--- src/rtl/fifo_arb_pkg.sv ---
// fifo_arb_pkg: shared types and constants for the FIFO write/read arbitration blocks
package fifo_arb_pkg;
  typedef enum logic [1:0] {IDLE, ARB, HOLD} fifo_arb_state_e;
  localparam int CNT_WIDTH      = 16;
  localparam int DEF_NUM_REQ    = 4;
  localparam int DEF_DATA_WIDTH = 16;
endpackage

--- src/rtl/rr_picker.sv ---
// rr_picker: combinational round-robin picker, first valid index after last_ptr with wrap
// Ports: valid (request vector), last_ptr (last served index) -> sel (chosen index), any_valid
module rr_picker #(
  parameter int N = 4,
  localparam int PW = $clog2(N)
) (
  input  logic [N-1:0]  valid,
  input  logic [PW-1:0] last_ptr,
  output logic [PW-1:0] sel,
  output logic          any_valid
);
  logic [PW-1:0] idx;
  // Scan from the farthest distance down so the nearest valid index is written last and wins.
  always_comb begin
    sel = last_ptr;
    idx = last_ptr;
    for (int k = N; k >= 1; k--) begin
      idx = PW'((int'(last_ptr) + k) % N);
      if (valid[idx]) sel = idx;
    end
  end
  assign any_valid = |valid;
endmodule

--- src/rtl/fifo_wr_arbiter.sv ---
// fifo_wr_arbiter: round-robin arbiter sharing one synchronous-FIFO write port among NUM_REQ producers
// Ports: clk, rst_n (async, active low); req_valid/req_data/req_ready producer handshakes;
//   fifo_wr_en/fifo_data_in registered FIFO write; fifo_full/almostfull/wr_ack/overflow FIFO status;
//   grant_id last accepted producer; drop_err sticky unacknowledged-write flag, clr_err clears it;
//   grant_cnt per-producer accept counters, present only when FIFO_ARB_STATS_EN is defined (else 0).
module fifo_wr_arbiter
  import fifo_arb_pkg::*;
#(
  parameter int NUM_REQ    = DEF_NUM_REQ,
  parameter int DATA_WIDTH = DEF_DATA_WIDTH,
  localparam int PW = $clog2(NUM_REQ)
) (
  input  logic                            clk,
  input  logic                            rst_n,
  input  logic [NUM_REQ-1:0]              req_valid,
  input  logic [NUM_REQ*DATA_WIDTH-1:0]   req_data,
  output logic [NUM_REQ-1:0]              req_ready,
  output logic                            fifo_wr_en,
  output logic [DATA_WIDTH-1:0]           fifo_data_in,
  input  logic                            fifo_full,
  input  logic                            fifo_almostfull,
  input  logic                            fifo_wr_ack,
  input  logic                            fifo_overflow,
  output logic [PW-1:0]                   grant_id,
  output logic                            drop_err,
  input  logic                            clr_err,
  output logic [NUM_REQ*CNT_WIDTH-1:0]    grant_cnt
);
  fifo_arb_state_e       state_q, state_d;
  logic [PW-1:0]         last_ptr_q, last_ptr_d;
  logic [PW-1:0]         lock_q, lock_d;
  logic                  wr_en_q, wr_en_d;
  logic [DATA_WIDTH-1:0] data_q, data_d;
  logic [PW-1:0]         grant_id_q, grant_id_d;
  logic                  wr_pend_q, wr_pend_d;
  logic                  drop_err_q, drop_err_d;
  logic [PW-1:0]         sel, tsel;
  logic                  any_valid, can_write, fire;

  rr_picker #(.N(NUM_REQ)) u_picker (
    .valid     (req_valid),
    .last_ptr  (last_ptr_q),
    .sel       (sel),
    .any_valid (any_valid)
  );

  // A write still in flight will fill the last slot, so almostfull alone blocks when wr_en is up.
  assign can_write = !fifo_full && !(fifo_almostfull && wr_en_q);
  assign tsel      = (state_q == HOLD) ? lock_q : sel;
  assign fire      = |(req_valid & req_ready);

  always_comb begin
    req_ready = '0;
    if (can_write) begin
      if (state_q == HOLD) req_ready[lock_q] = req_valid[lock_q];
      else if (any_valid) req_ready[sel] = 1'b1;
    end
  end

  always_comb begin
    state_d = state_q;
    lock_d  = lock_q;
    if (state_q != HOLD && any_valid && !can_write) begin
      state_d = HOLD;
      lock_d  = sel;
    end else if (state_q != HOLD || can_write) begin
      state_d = any_valid ? ARB : IDLE;
    end
    last_ptr_d = fire ? tsel : last_ptr_q;
    wr_en_d    = fire;
    data_d     = fire ? req_data[tsel*DATA_WIDTH +: DATA_WIDTH] : data_q;
    grant_id_d = fire ? tsel : grant_id_q;
    wr_pend_d  = wr_en_q;
    // A new drop in the same cycle as clr_err keeps the flag set.
    drop_err_d = (wr_pend_q && (!fifo_wr_ack || fifo_overflow)) || (drop_err_q && !clr_err);
  end

  always_ff @(posedge clk or negedge rst_n) begin
    if (!rst_n) begin
      state_q    <= IDLE;
      last_ptr_q <= PW'(NUM_REQ - 1);
      lock_q     <= '0;
      wr_en_q    <= 1'b0;
      data_q     <= '0;
      grant_id_q <= '0;
      wr_pend_q  <= 1'b0;
      drop_err_q <= 1'b0;
    end else begin
      state_q    <= state_d;
      last_ptr_q <= last_ptr_d;
      lock_q     <= lock_d;
      wr_en_q    <= wr_en_d;
      data_q     <= data_d;
      grant_id_q <= grant_id_d;
      wr_pend_q  <= wr_pend_d;
      drop_err_q <= drop_err_d;
    end
  end

  assign fifo_wr_en   = wr_en_q;
  assign fifo_data_in = data_q;
  assign grant_id     = grant_id_q;
  assign drop_err     = drop_err_q;

`ifdef FIFO_ARB_STATS_EN
  logic [NUM_REQ-1:0][CNT_WIDTH-1:0] cnt_q, cnt_d;
  always_comb begin
    for (int i = 0; i < NUM_REQ; i++)
      cnt_d[i] = (fire && int'(tsel) == i && cnt_q[i] != '1) ? cnt_q[i] + CNT_WIDTH'(1) : cnt_q[i];
  end
  always_ff @(posedge clk or negedge rst_n) begin
    if (!rst_n) cnt_q <= '0;
    else cnt_q <= cnt_d;
  end
  assign grant_cnt = cnt_q;
`else
  assign grant_cnt = '0;
`endif
endmodule

--- config.mk ---
export PLATFORM = sky130hd
export DESIGN_NAME = fifo_wr_arbiter
export DESIGN_NICKNAME = d
export VERILOG_FILES = /design/src/rtl/fifo_arb_pkg.sv /design/src/rtl/rr_picker.sv /design/src/rtl/fifo_wr_arbiter.sv
export SDC_FILE = /design/constraint.sdc
export NUM_CORES = 1
export LEC_CHECK = 0
export ABC_CLOCK_PERIOD_IN_PS = 7400
export CORE_MARGIN = 4
export CORE_UTILIZATION = 30
export CTS_BUF_LIST = sky130_fd_sc_hd__clkbuf_4
export CTS_CLUSTER_SIZE = 12
export DETAILED_ROUTE_END_ITERATION = 8
export PLACE_DENSITY_LB_ADDON = 0.08
export SLEW_MARGIN = 20
export SYNTH_ARGS = -nofsm -noshare
export SYNTH_HDL_FRONTEND = slang
export SYNTH_HIERARCHICAL = 1
export SYNTH_SLANG_ARGS = --single-unit
--- constraint.sdc ---
create_clock -name clk -period 7.4 [get_ports clk]
set_input_delay 1.85 -clock clk [delete_from_list [all_inputs] [get_ports clk]]
set_output_delay 1.85 -clock clk [all_outputs]
set_load 0.005 [all_outputs]
# --- Word level (Yosys, flattened, before mapping) ---
# Index checks and enable logic that the tools add are counted.
word_totals:
  regBits: 27
classes:
  n_addsub: 4
  magnitude_cmp: 8
  eq_ne: 2
  shift: 1
  n_mux: 25
  bitwise_logic: 2
  n_reduce_logical: 19
op_table:
  columns: ["cell", "count"]
  rows:
  - ["variable part select 64 x 7 -> 16 bit", 1]
  - ["less-than comparator 2 x 3 -> 1 bit (second input constant)", 6]
  - ["2-to-1 mux 2 bit", 7]
  - ["2-to-1 mux 4 bit", 3]
  - ["binary-select mux 1 bit (select 2 bit)", 5]
  - ["bitwise AND 4 bit", 2]
  - ["logical AND 1 bit", 8]
  - ["2-to-1 mux 1 bit", 8]
  - ["OR reduction 4 bit", 2]
  - ["zero test 1 bit", 5]
  - ["adder 2 x 1 -> 2 bit (second input constant)", 2]
  - ["adder 2 bit (second input constant)", 2]
  - ["demux 1 bit (select 2 bit)", 2]
  - [">= comparator 2 x 1 -> 1 bit (second input constant)", 2]
  - ["logical OR 1 bit", 3]
  - ["equality test 2 bit (second input constant)", 1]
  - ["inequality test 2 bit (second input constant)", 1]
  - ["nonzero test 2 bit", 1]

# --- Depth between registers and ports, before layout ---
logic_depth:
  ltp_word: 16
  mapped_depth: 9

# --- Modules after synthesis ---
# The synthesis kept the hierarchy.
modules_own_cells:
  columns: ["module", "n_inst", "cells_each", "area_per_inst_um2", "seq_area_each_um2"]
  rows:
  - ["fifo_wr_arbiter", 1, 183, 2143.3, 678.2]
  - ["rr_picker", 1, 14, 72.6, 0.0]

# --- Worst setup path before layout ---
# No wires, ideal clock.
synth_timing:
  path_type: "input port to output port"
  from: "input req_valid[0]"
  to: "output req_ready[0]"
  t_arrival_ps: 2676
  required_time_ps: 5550
  path_slack_ps: 2874
  cell_stages: 6
  path_cell_list: "a21oi_1 a31oi_1 a21oi_1 nor2b_1 a32oi_1 nor2_1"
synth_via:
  elab_chain_len: 13
synth_lines:
  columns: ["element", "line", "source"]
  rows:
  - ["start, declared", "fifo_wr_arbiter.sv:15", "input logic [NUM_REQ-1:0] req_valid,"]
  - ["binary-select mux 1 bit (select 2 bit)", "rr_picker.sv:19", "if (valid[idx]) sel = idx;"]
  - ["2-to-1 mux 1 bit (implied by the code)", "rr_picker.sv:19", null]
  - ["2-to-1 mux 2 bit (3 in a row)", "rr_picker.sv:19", null]
  - ["2-to-1 mux 2 bit *", "rr_picker.sv:19", null]
  - ["named net sel[1]", "fifo_wr_arbiter.sv:37", "logic [PW-1:0] sel, tsel;"]
  - ["less-than comparator 2 x 3 -> 1 bit (implied by the code) or >= comparator 2 x 1 -> 1 bit (tied branches)", "fifo_wr_arbiter.sv:56", "else if (any_valid) req_ready[sel] = 1'b1;"]
  - ["logical AND 1 bit (implied by the code)", "fifo_wr_arbiter.sv:56", null]
  - ["2-to-1 mux 1 bit (implied by the code)", "fifo_wr_arbiter.sv:56", null]
  - ["demux 1 bit (select 2 bit) *", "fifo_wr_arbiter.sv:56", null]
  - ["2-to-1 mux 4 bit *", "fifo_wr_arbiter.sv:56", null]
  - ["2-to-1 mux 4 bit *", "fifo_wr_arbiter.sv:55", "if (state_q == HOLD) req_ready[lock_q] = req_valid[lock_q];"]
  - ["2-to-1 mux 4 bit *", "fifo_wr_arbiter.sv:54", "if (can_write) begin"]
  - ["end, declared", "fifo_wr_arbiter.sv:17", "output logic [NUM_REQ-1:0] req_ready,"]
# The timed path passes the listed nets; every way through them passes the cells marked *. The select of a mux whose other input is x is not followed.

# --- Worst setup path after layout ---
layout_timing:
  from: "input req_valid[0]"
  to: "output req_ready[3]"
# Same word-level chain as after synthesis.

==> flow_summary.ini <==
[cells_and_area]
drive_gt1_frac = 0.1661
area_growth_pct = 38.79
n_antenna_cell = 0
final_nets = 371

[logic_synthesis]
yosys.area_share.xor_xnor = 0
netlist_instances = 197
seq_area_frac_synth = 0.3060
synth_area_per_cell_sq_um = 11.25
ys.warnings.count = 6
synthAdderAreaFrac = 0
synth_area_sq_um = 2216
synthMuxAreaShare = 0.2789
synth_ff_type = dfrtp_1
async_flop_share = 1.000
synth_area_leader_cell = dfrtp_1
yosys.area.top_type_share = 0.2823
synth-compound-area-share = 0.08075
ys_ff_latch = 27
synthTopCellsByArea = dfrtp_1 (28%), buf_4 (22%), mux4_2 (16%), mux2_2 (5.1%), mux2_4 (4.7%)
synthTopCellsByCount = buf_4 (66), dfrtp_1 (25), mux4_2 (16)
synth-edff-count = 0
synth_most_common_cell = buf_4
synth-simple-area-share = 0.07453
synth_top_family_by_area = multiplexers
synthDistinctLibCells = 33

[power_and_ir_drop]
vdd_drop_max_v = 0.0001061
p_leak_nw = 1.331
power_density_nw_per_um2 = 300.8

[clocking]
cts-root-buf = clkbuf_4
insertion_delay_ns = 0.33
post_cts_buffers = 0
holdBufCountCts = 0
tritoncts = done
ctsResizeCount = 0
cts-htree-levels = 1
cts.path.max_buffers = 2
clock-sinks = 27
numCtsBuffers = 3
clkTransAtPathRegs_ns = 0.17

[grt]
grt_start_max_net_pins = 28
grt_pass1_vias = 1720
grt-ovfl-total = 0
grt_usage = 0.1245
met3_usage = 0.03205
grt.busiest_layer = met2
grt_util_met1 = 0.1344
antenna_found_initial = 0
grt_pass1_wl_um = 8500
grtUsageMet2 = 0.2377

[critical_path]
cp.required_ns = 5.55
cp-start-kind = input port
crit_start = req_valid[0]
crit_type = input port to primary output
path_max_fanout = 5
endpoint_kind = primary output
arrival_ns = 3.85
worstReg2RegStart = last_ptr_q[1]

[timing]
fin_setup_tns_ns = 0
slew_viol_final = 0
final_hold_viol_count = 0
fin_ws_ns = 1.703
layout_min_cycle_time_ns = 5.697
setup_viol = 0
rsz0062_at_grt = false
worst_pin_slew_ns = 0.8919
relSlewSlack = 0.4041
fmax_ghz = 0.1755
holdWs_ns = 0.4502
finalCritPeriodShare = 0.7699
finClkSkew_ns = 0.01537

[place]
portBuffers = 98
gp_congestion = 0.8289
hpwl_um = 4454
pre_cts_ws_ns = 1.703

[die]
die_area_sq_um = 8826
num_io_pins = 163
die_h_um = 93.95
core_area_sq_um = 7214
initial_core_util = 0.3071
num_rows = 31
die_w_um = 93.95

[detailed_routing]
routed_wl_um = 5525
viasPerCell = 4.175
drtPass1Iterations = 4
ant_nets = 0
avgRoutedWirePerCell_um = 14.02
via_count = 1645
drc = 0
drtIter0Drc = 39

[run]
cap_viol_max_count = 0

[worst_hold_path]
holdCritPathClass = flop to flop
min_from = fifo_wr_en

[run_status]
run_status = finished, final reports clean
logic make-up (layout without fill, tap and decap cells):
logic type	after synthesis	in the layout
buf+inv	79	114
simple gates	30	30
flops	27	27
compound gates	23	23
other cells	1	64
mux	37	37
worst paths after layout:
kind	endpoint	cells after the start	slack, ns
max in group asynchronous	last_ptr_q[0]	2	5.21
min in group asynchronous	fifo_data_in[15]	2	1.86
worst max-delay path	req_ready[3]	7	1.70
worst min register to register	wr_pend_q	0	0.45
worst max register to register	fifo_data_in[13]	8	4.41
worst min-delay path	wr_pend_q	0	0.45
final cells by class:
type | instances | area [sq um]
clock buffers | 3 | 22.52
clock inverters | 1 | 7.507
fillers | 711 | 4139
inverters | 9 | 33.78
multi-input cells | 154 | 1206
flip-flops and latches | 27 | 678.2
well taps | 99 | 123.9
repair buffers | 101 | 1003
metal layers:
metal | wire length (um) | vias to the layer above | part of all wire
li1 | - | 765 | -
met1 | 2002 | 785 | 0.36
met2 | 2885 | 93 | 0.52
met3 | 588 | 2 | 0.11
met4 | 48 | 0 | 0.0087
met5 | 0 | - | 0
worst max-delay path: stages:
cell and delay [ns]:
clkdlybuf4s50_1 0.51, a21oi_1 0.16, a31oi_1 0.05, a21oi_1 0.38, nand4_1 0.21, a21oi_1 0.17
clkdlybuf4s50_1 0.52
cells in the final DEF, fill, tap and decap left out, types with 2 or more instances in the layout:
cell type	instances
nand3_1	3
nor2_1	8
nand2_1	8
nand4_1	2
mux2i_1	3
o21ai_0	5
a32oi_1	3
mux2_4	7
a31oi_1	4
mux4_2	16
buf_4	3
conb_1	64
clkbuf_4	3
a21oi_1	6
dfstp_2	2
nor2b_1	2
dfrtp_1	25
clkdlybuf4s50_1	98
mux2_2	10
inv_1	9
flip-flops by register name, indices dropped and copies added, names as in the netlist:
signal	flops
wr_pend_q	1
grant_id	2
drop_err	1
fifo_data_in	16
lock_q	2
last_ptr_q	2
fifo_wr_en	1
state_q	2
report_power, final:
group / total (mW) / switching (mW) / internal [mW]
Sequential: 0.278 / 0.0538 / 0.225
Combinational: 0.578 / 0.221 / 0.357
Clock: 0.0686 / 0.0480 / 0.0206
per-stage QoR:
step                      utilization  instance area (sq um)  cells  total power [mW]
after floorplan                     -                   2452    260            0.6681
after global placement         0.4221                   3045    390            0.8762
after detailed placement       0.4221                   3045    390            0.8729
after CTS                      0.4263                   3075    394            0.9461
after global routing           0.4263                   3075    394             1.006
final                          0.4263                   3075    394            0.9252
(Power assumes the default switching activity.)
